### src/rtl/ps2_pkg.sv
// Shared constants for the PS/2 key decoder: Set 2 scan codes, key bitmap
// indices and the byte-reader FSM state type.
package ps2_pkg;

  localparam int unsigned NKEYS = 11;
  localparam int unsigned IDX_W = 4;

  // Prefix, control and overrun bytes
  localparam logic [7:0] SC_E0 = 8'hE0;
  localparam logic [7:0] SC_F0 = 8'hF0;
  localparam logic [7:0] SC_AA = 8'hAA;
  localparam logic [7:0] SC_FA = 8'hFA;
  localparam logic [7:0] SC_EE = 8'hEE;
  localparam logic [7:0] SC_FE = 8'hFE;
  localparam logic [7:0] SC_00 = 8'h00;
  localparam logic [7:0] SC_FF = 8'hFF;

  // Key make codes (the last four follow an E0 prefix)
  localparam logic [7:0] SC_W     = 8'h1D;
  localparam logic [7:0] SC_A     = 8'h1C;
  localparam logic [7:0] SC_S     = 8'h1B;
  localparam logic [7:0] SC_D     = 8'h23;
  localparam logic [7:0] SC_SPACE = 8'h29;
  localparam logic [7:0] SC_ENTER = 8'h5A;
  localparam logic [7:0] SC_ESC   = 8'h76;
  localparam logic [7:0] SC_UP    = 8'h75;
  localparam logic [7:0] SC_DOWN  = 8'h72;
  localparam logic [7:0] SC_LEFT  = 8'h6B;
  localparam logic [7:0] SC_RIGHT = 8'h74;

  // Bit positions in the held-key bitmap
  localparam logic [IDX_W-1:0] KEY_W     = 4'd0;
  localparam logic [IDX_W-1:0] KEY_A     = 4'd1;
  localparam logic [IDX_W-1:0] KEY_S     = 4'd2;
  localparam logic [IDX_W-1:0] KEY_D     = 4'd3;
  localparam logic [IDX_W-1:0] KEY_SPACE = 4'd4;
  localparam logic [IDX_W-1:0] KEY_ENTER = 4'd5;
  localparam logic [IDX_W-1:0] KEY_ESC   = 4'd6;
  localparam logic [IDX_W-1:0] KEY_UP    = 4'd7;
  localparam logic [IDX_W-1:0] KEY_DOWN  = 4'd8;
  localparam logic [IDX_W-1:0] KEY_LEFT  = 4'd9;
  localparam logic [IDX_W-1:0] KEY_RIGHT = 4'd10;

  typedef enum logic [1:0] {
    R_IDLE = 2'd0,
    R_ACK  = 2'd1,
    R_GAP  = 2'd2
  } rd_state_e;

endpackage

### src/rtl/ps2_keymap.sv
// Combinational Set 2 lookup of {ext, byte} into a key bitmap index.
//   ext_i  : E0 prefix was seen before this byte
//   code_i : scan-code byte
//   hit_o  : byte maps to one of the tracked keys
//   idx_o  : bitmap index of that key (0 on a miss)
module ps2_keymap
  import ps2_pkg::*;
(
  input  logic             ext_i,
  input  logic [7:0]       code_i,
  output logic             hit_o,
  output logic [IDX_W-1:0] idx_o
);

  always_comb begin
    hit_o = 1'b1;
    idx_o = '0;
    case ({ext_i, code_i})
      {1'b0, SC_W}:     idx_o = KEY_W;
      {1'b0, SC_A}:     idx_o = KEY_A;
      {1'b0, SC_S}:     idx_o = KEY_S;
      {1'b0, SC_D}:     idx_o = KEY_D;
      {1'b0, SC_SPACE}: idx_o = KEY_SPACE;
      {1'b0, SC_ENTER}: idx_o = KEY_ENTER;
      {1'b0, SC_ESC}:   idx_o = KEY_ESC;
      {1'b1, SC_UP}:    idx_o = KEY_UP;
      {1'b1, SC_DOWN}:  idx_o = KEY_DOWN;
      {1'b1, SC_LEFT}:  idx_o = KEY_LEFT;
      {1'b1, SC_RIGHT}: idx_o = KEY_RIGHT;
      default:          hit_o = 1'b0;
    endcase
  end

endmodule

### src/rtl/ps2_key_decoder.sv
// Pops scan-code bytes from an upstream FIFO and maintains a held-key bitmap.
//   clk, clrn : clock, async active-low reset
//   kbd_data  : byte at FIFO head       kbd_ready : FIFO non-empty
//   kbd_rdn   : active-low pop strobe, one cycle per byte
//   keys      : held-key bitmap         key_event : one-cycle change pulse
//   key_index : changed bit index       key_break : 1 = release
module ps2_key_decoder
  import ps2_pkg::*;
#(
  parameter int unsigned TIMEOUT_CYCLES = 2500000
) (
  input  logic             clk,
  input  logic             clrn,
  input  logic [7:0]       kbd_data,
  input  logic             kbd_ready,
  output logic             kbd_rdn,
  output logic [NKEYS-1:0] keys,
  output logic             key_event,
  output logic [IDX_W-1:0] key_index,
  output logic             key_break
);

  localparam int unsigned CNT_W = $clog2(TIMEOUT_CYCLES + 1);
  localparam logic [CNT_W-1:0] CNT_LAST = CNT_W'(TIMEOUT_CYCLES - 1);

  rd_state_e        state_q;
  logic [7:0]       byte_q;
  logic             rdn_q;
  logic [NKEYS-1:0] keys_q, keys_d;
  logic             event_q, chg_d;
  logic [IDX_W-1:0] index_q;
  logic             break_q;
  logic             ext_q, ext_d;
  logic             brk_q, brk_d;
  logic [CNT_W-1:0] cnt_q, cnt_d;

  logic             map_hit;
  logic [IDX_W-1:0] map_idx;
  logic             accept_c;
  logic             tmo_c;

  ps2_keymap u_keymap (
    .ext_i  (ext_q),
    .code_i (byte_q),
    .hit_o  (map_hit),
    .idx_o  (map_idx)
  );

  assign accept_c = (state_q == R_IDLE) && kbd_ready;

  // Prefix timeout: never fires in the cycle a byte is accepted or decoded
  assign tmo_c = (ext_q || brk_q) && !accept_c && (state_q != R_ACK) &&
                 (cnt_q == CNT_LAST);

  // Byte decode (R_ACK only) and prefix timeout
  always_comb begin
    keys_d = keys_q;
    ext_d  = ext_q;
    brk_d  = brk_q;
    chg_d  = 1'b0;
    if (state_q == R_ACK) begin
      case (byte_q)
        SC_E0: ext_d = 1'b1;
        SC_F0: brk_d = 1'b1;
        SC_00, SC_FF: begin
          keys_d = '0;
          ext_d  = 1'b0;
          brk_d  = 1'b0;
        end
        SC_AA, SC_FA, SC_EE, SC_FE: begin
          ext_d = 1'b0;
          brk_d = 1'b0;
        end
        default: begin
          // Typematic repeats leave the bit unchanged and raise no event
          if (map_hit && (keys_q[map_idx] != !brk_q)) begin
            keys_d[map_idx] = !brk_q;
            chg_d           = 1'b1;
          end
          ext_d = 1'b0;
          brk_d = 1'b0;
        end
      endcase
    end else if (tmo_c) begin
      ext_d = 1'b0;
      brk_d = 1'b0;
    end
  end

  // Timeout counter: runs only while a prefix is pending between bytes
  always_comb begin
    cnt_d = '0;
    if ((ext_q || brk_q) && !accept_c && (state_q != R_ACK) && !tmo_c) begin
      cnt_d = cnt_q + 1'b1;
    end
  end

  // Read FSM, registered outputs and decode state
  always_ff @(posedge clk or negedge clrn) begin
    if (!clrn) begin
      state_q <= R_IDLE;
      byte_q  <= '0;
      rdn_q   <= 1'b1;
      keys_q  <= '0;
      event_q <= 1'b0;
      index_q <= '0;
      break_q <= 1'b0;
      ext_q   <= 1'b0;
      brk_q   <= 1'b0;
      cnt_q   <= '0;
    end else begin
      keys_q  <= keys_d;
      ext_q   <= ext_d;
      brk_q   <= brk_d;
      cnt_q   <= cnt_d;
      event_q <= chg_d;
      if (chg_d) begin
        index_q <= map_idx;
        break_q <= brk_q;
      end
      case (state_q)
        R_IDLE: begin
          if (kbd_ready) begin
            byte_q  <= kbd_data;
            rdn_q   <= 1'b0;
            state_q <= R_ACK;
          end
        end
        R_ACK: begin
          rdn_q   <= 1'b1;
          state_q <= R_GAP;
        end
        R_GAP:   state_q <= R_IDLE;
        default: state_q <= R_IDLE;
      endcase
    end
  end

  assign kbd_rdn   = rdn_q;
  assign keys      = keys_q;
  assign key_event = event_q;
  assign key_index = index_q;
  assign key_break = break_q;

endmodule
### config.mk
export PLATFORM = sky130hd
export DESIGN_NAME = ps2_key_decoder
export DESIGN_NICKNAME = d
export VERILOG_FILES = /design/src/rtl/ps2_pkg.sv /design/src/rtl/ps2_keymap.sv /design/src/rtl/ps2_key_decoder.sv
export SDC_FILE = /design/constraint.sdc
export NUM_CORES = 1
export LEC_CHECK = 0
export BUFFER_PORTS_ARGS = -buffer_cell sky130_fd_sc_hd__buf_2
export CAP_MARGIN = 25
export CORE_MARGIN = 4
export CORE_UTILIZATION = 50
export DETAILED_ROUTE_END_ITERATION = 6
export GPL_ROUTABILITY_DRIVEN = 0
export GPL_TIMING_DRIVEN = 0
export HOLD_SLACK_MARGIN = 0.15
export PLACE_DENSITY_LB_ADDON = 0.15
export REMOVE_ABC_BUFFERS = 1
export SETUP_SLACK_MARGIN = 0.4
export SLEW_MARGIN = 40
export SYNTH_ARGS = -nofsm -noshare
export SYNTH_HDL_FRONTEND = slang
export SYNTH_SLANG_ARGS = --single-unit
export TNS_END_PERCENT = 50
### constraint.sdc
create_clock -name clk -period 3.05 [get_ports clk]
set_input_delay 0.1525 -clock clk [delete_from_list [all_inputs] [get_ports clk]]
set_output_delay 0.1525 -clock clk [all_outputs]
set_load 0.05 [all_outputs]
==> flow_summary.json <==
{
  "status": "completed",
  "synthCells": 311,
  "antenna_found_initial": 0,
  "initial_core_util": 0.530,
  "clk_pin_slew_ps": 90,
  "grt_pass1_vias": 2562,
  "utilization": 0.666,
  "setup_viol": 0,
  "yosys_most_used_dff": "dfrtp_1",
  "cp-start-kind": "flop",
  "ir_drop_v": 0.000423,
  "antenna_left": 0,
  "fmax_ghz": 0.356,
  "vias": 2680,
  "ys_seq_area_frac": 0.433,
  "routed_wl_mm": 7.55,
  "fin_crit_sh": 0.922,
  "dieArea_mm2": 0.00732,
  "max_slew_margin": 0.484,
  "drive_gt1_frac": 0.344,
  "critPathKind": "reg -> reg",
  "clock_sinks": 52,
  "antenna_cells": 0,
  "synthDistinctLibCells": 60,
  "pin_count": 29,
  "fin_nets": 386,
  "dpl-instance-area_mm2": 0.00316,
  "stdcell_count": 447,
  "hold_class": "in -> reg",
  "htreeDepth": 2,
  "die_w_um": 85.6,
  "placed_cells": 395,
  "clockBufferDepth": 2,
  "worstPathMaxFanout": 8,
  "p_leak_nw": 1.69,
  "cts_root_buf": "clkbuf_8",
  "numCtsBuffers": 5,
  "hpwl_mm": 4.58,
  "finalCriticalPeriod_ps": 2810,
  "coreArea_mm2": 0.00568,
  "final_cell_area_mm2": 0.00378,
  "cts_tree": "done",
  "max_cap_violations": 0,
  "pre_cts_ws_ps": -588,
  "cp.arrival_ps": 3010,
  "tightest_slew_ps": 771,
  "ys_seq_elements": 52,
  "grt_max_degree": 53,
  "synth_enable_flop_cells": 0,
  "area_growth_pct": 25.7,
  "die_h_um": 85.6,
  "syn-mean-instance-area_um2": 9.67,
  "worstSetupEndpointType": "flop",
  "async_reset_ff_frac": 1.00,
  "rows": 27,
  "layout_setup_ws_ps": 237,
  "wl_per_cell_um": 16.9,
  "drtIter0Drc": 237,
  "finalMaxSlewViolations": 0,
  "rsz0062_at_grt": "true",
  "yosys_warnings": 0,
  "overflow": 0,
  "cp.required_ps": 3240,
  "vias_per_cell": 6.00,
  "io_buffers": 28,
  "dr.pass1.iters": 6,
  "hold_violations": 0,
  "setup-tns-final_ps": 0,
  "route.detailed.drc": 0,
  "fin_skew_ps": 6.37,
  "grt_pass1_wl_mm": 12.6,
  "track_usage": 0.211,
  "synth_area_mm2": 0.00301,
  "power_density_mw_per_mm2": 557,
  "clock_latency_ps": 300
}
report_power, final:
group	total, mW	switching [mW]	internal [mW]
logic	0.704	0.410	0.293
clock network	0.512	0.222	0.290
registers	0.891	0.126	0.765
per-stage QoR:
| stage | hold slack (ps) | total power [mW] |
|---|---|---|
| 2_1_floorplan | -143 | 1.26 |
| 3_3_place_gp | 360 | 1.39 |
| 3_5_place_dp | 227 | 1.41 |
| 4_1_cts | 233 | 2.05 |
| 5_1_grt | 244 | 2.22 |
| 6_report | 238 | 2.11 |
repair_timing:
action | in CTS | in global routing
setup buffers | 32 | 3
gates resized for setup | 29 | 10
hold buffers | 9 | 0
endpoints found under the hold margin | 59 | 0
endpoints found under the setup margin | 17 | 17
pin swaps | 12 | 5
layer usage:
layer | GRT usage | vias to the layer above | wire [µm]
li1 | - | 1263 | -
met1 | 0.292 | 1291 | 3490
met2 | 0.331 | 105 | 3390
met3 | 0.0442 | 21 | 474
met4 | 0.0691 | 0 | 191
met5 | 0 | - | 0
final cells by class:
| class | count | area [µm²] |
|---|---|---|
| Inverter | 5 | 18.8 |
| Clock inverter | 1 | 30.0 |
| Fill cell | 452 | 1890 |
| Sequential cell | 52 | 1310 |
| Tap cell | 72 | 90.1 |
| Timing Repair Buffer | 72 | 509 |
| Multi-Input combinational cell | 238 | 1720 |
| Clock buffer | 7 | 96.3 |
critical path, cell delays in order, from the launching register on:
cell       delay (ps)
dfrtp_2           490
clkbuf_2          220
nor2b_4           220
nand4_2           160
a21oi_4           200
a2111oi_1          70
o21a_2            260
a211oi_4          310
mux2i_4           310
buf_12            150
mux2_4            300
Yosys cell counts, drive strengths merged, types with 2 or more instances:
| master | instances | area (µm²) |
|---|---|---|
| dfrtp | 51 | 1280 |
| nand3 | 34 | 175 |
| nor2 | 30 | 113 |
| nand2 | 25 | 93.8 |
| xor2 | 15 | 131 |
| nand4 | 13 | 109 |
| buf | 11 | 70.1 |
| mux2 | 11 | 131 |
| a21oi | 10 | 53.8 |
| o31ai | 10 | 75.1 |
| nor2b | 8 | 50.1 |
| o21bai | 8 | 60.1 |
| o21ai | 6 | 33.8 |
| a21o | 5 | 37.5 |
| and3 | 5 | 31.3 |
| clkbuf | 5 | 18.8 |
| inv | 5 | 18.8 |
| xnor2 | 5 | 43.8 |
| nor3 | 4 | 31.3 |
| nor4 | 4 | 25.0 |
| or3 | 4 | 25.0 |
| a2111oi | 3 | 32.5 |
| and2 | 3 | 18.8 |
| and4b | 3 | 30.0 |
| nor4b | 3 | 32.5 |
| o211ai | 3 | 27.5 |
| a211o | 2 | 17.5 |
| a211oi | 2 | 32.5 |
| a21bo | 2 | 20.0 |
| mux2i | 2 | 23.8 |
| nor3b | 2 | 15.0 |
| o21a | 2 | 15.0 |
| o22ai | 2 | 12.5 |
| or2 | 2 | 12.5 |
flip-flops by register name, indices dropped and copies added, names as in the netlist:
signal     count
kbd_rdn        1
brk_q          1
byte_q         8
key_break      1
key_index      4
ext_q          1
key_event      1
keys          11
state_q        2
cnt_q         22
cell usage in the layout, fill, tap and decap left out, drive strengths merged, types with 2 or more instances in the layout:
cell type	synthesis	layout
o211ai	3	3
o21ai	6	6
a21o	5	5
a21oi	10	10
and4b	3	3
o21bai	8	8
and2	3	3
o31ai	10	10
nor4b	3	3
a21bo	2	2
dlygate4sd3	0	9
nand2	25	25
mux2	11	11
mux2i	2	2
clkbuf	5	8
nand3	34	34
nand4	13	13
xor2	15	15
nor2	30	30
dfrtp	51	51
o21a	2	2
or2	2	2
nor3	4	4
a2111oi	3	3
nor2b	8	8
nor4	4	4
or3	4	4
inv	5	5
buf	11	62
a211o	2	2
nor3b	2	2
xnor2	5	5
o22ai	2	2
and3	5	5
a211oi	2	2
final timing paths:
check,startpoint,to,slack (ps),cells past startpoint
max,byte_q[0],key_index[3],240,10
min,kbd_ready,state_q[0],240,2
max reg2reg,byte_q[0],key_index[3],240,10
min reg2reg,kbd_rdn,kbd_rdn,480,2
max in group asynchronous,clrn,byte_q[4],2170,2
min in group asynchronous,clrn,cnt_q[11],410,2
logic make-up (layout without fill, tap and decap cells):
| family | count (synthesis) | in the layout | synth area share |
|---|---|---|---|
| DFF | 52 | 52 | 0.433 |
| and+or+nand+nor | 145 | 145 | 0.267 |
| AOI/OAI and AO/OA | 59 | 59 | 0.150 |
| buffers and inverters | 21 | 85 | 0.0358 |
| muxes | 13 | 13 | 0.0516 |
| xor gates and xnor gates | 20 | 20 | 0.0582 |
| adders and majority gates | 1 | 1 | 0.00416 |
(Power assumes the default switching activity.)
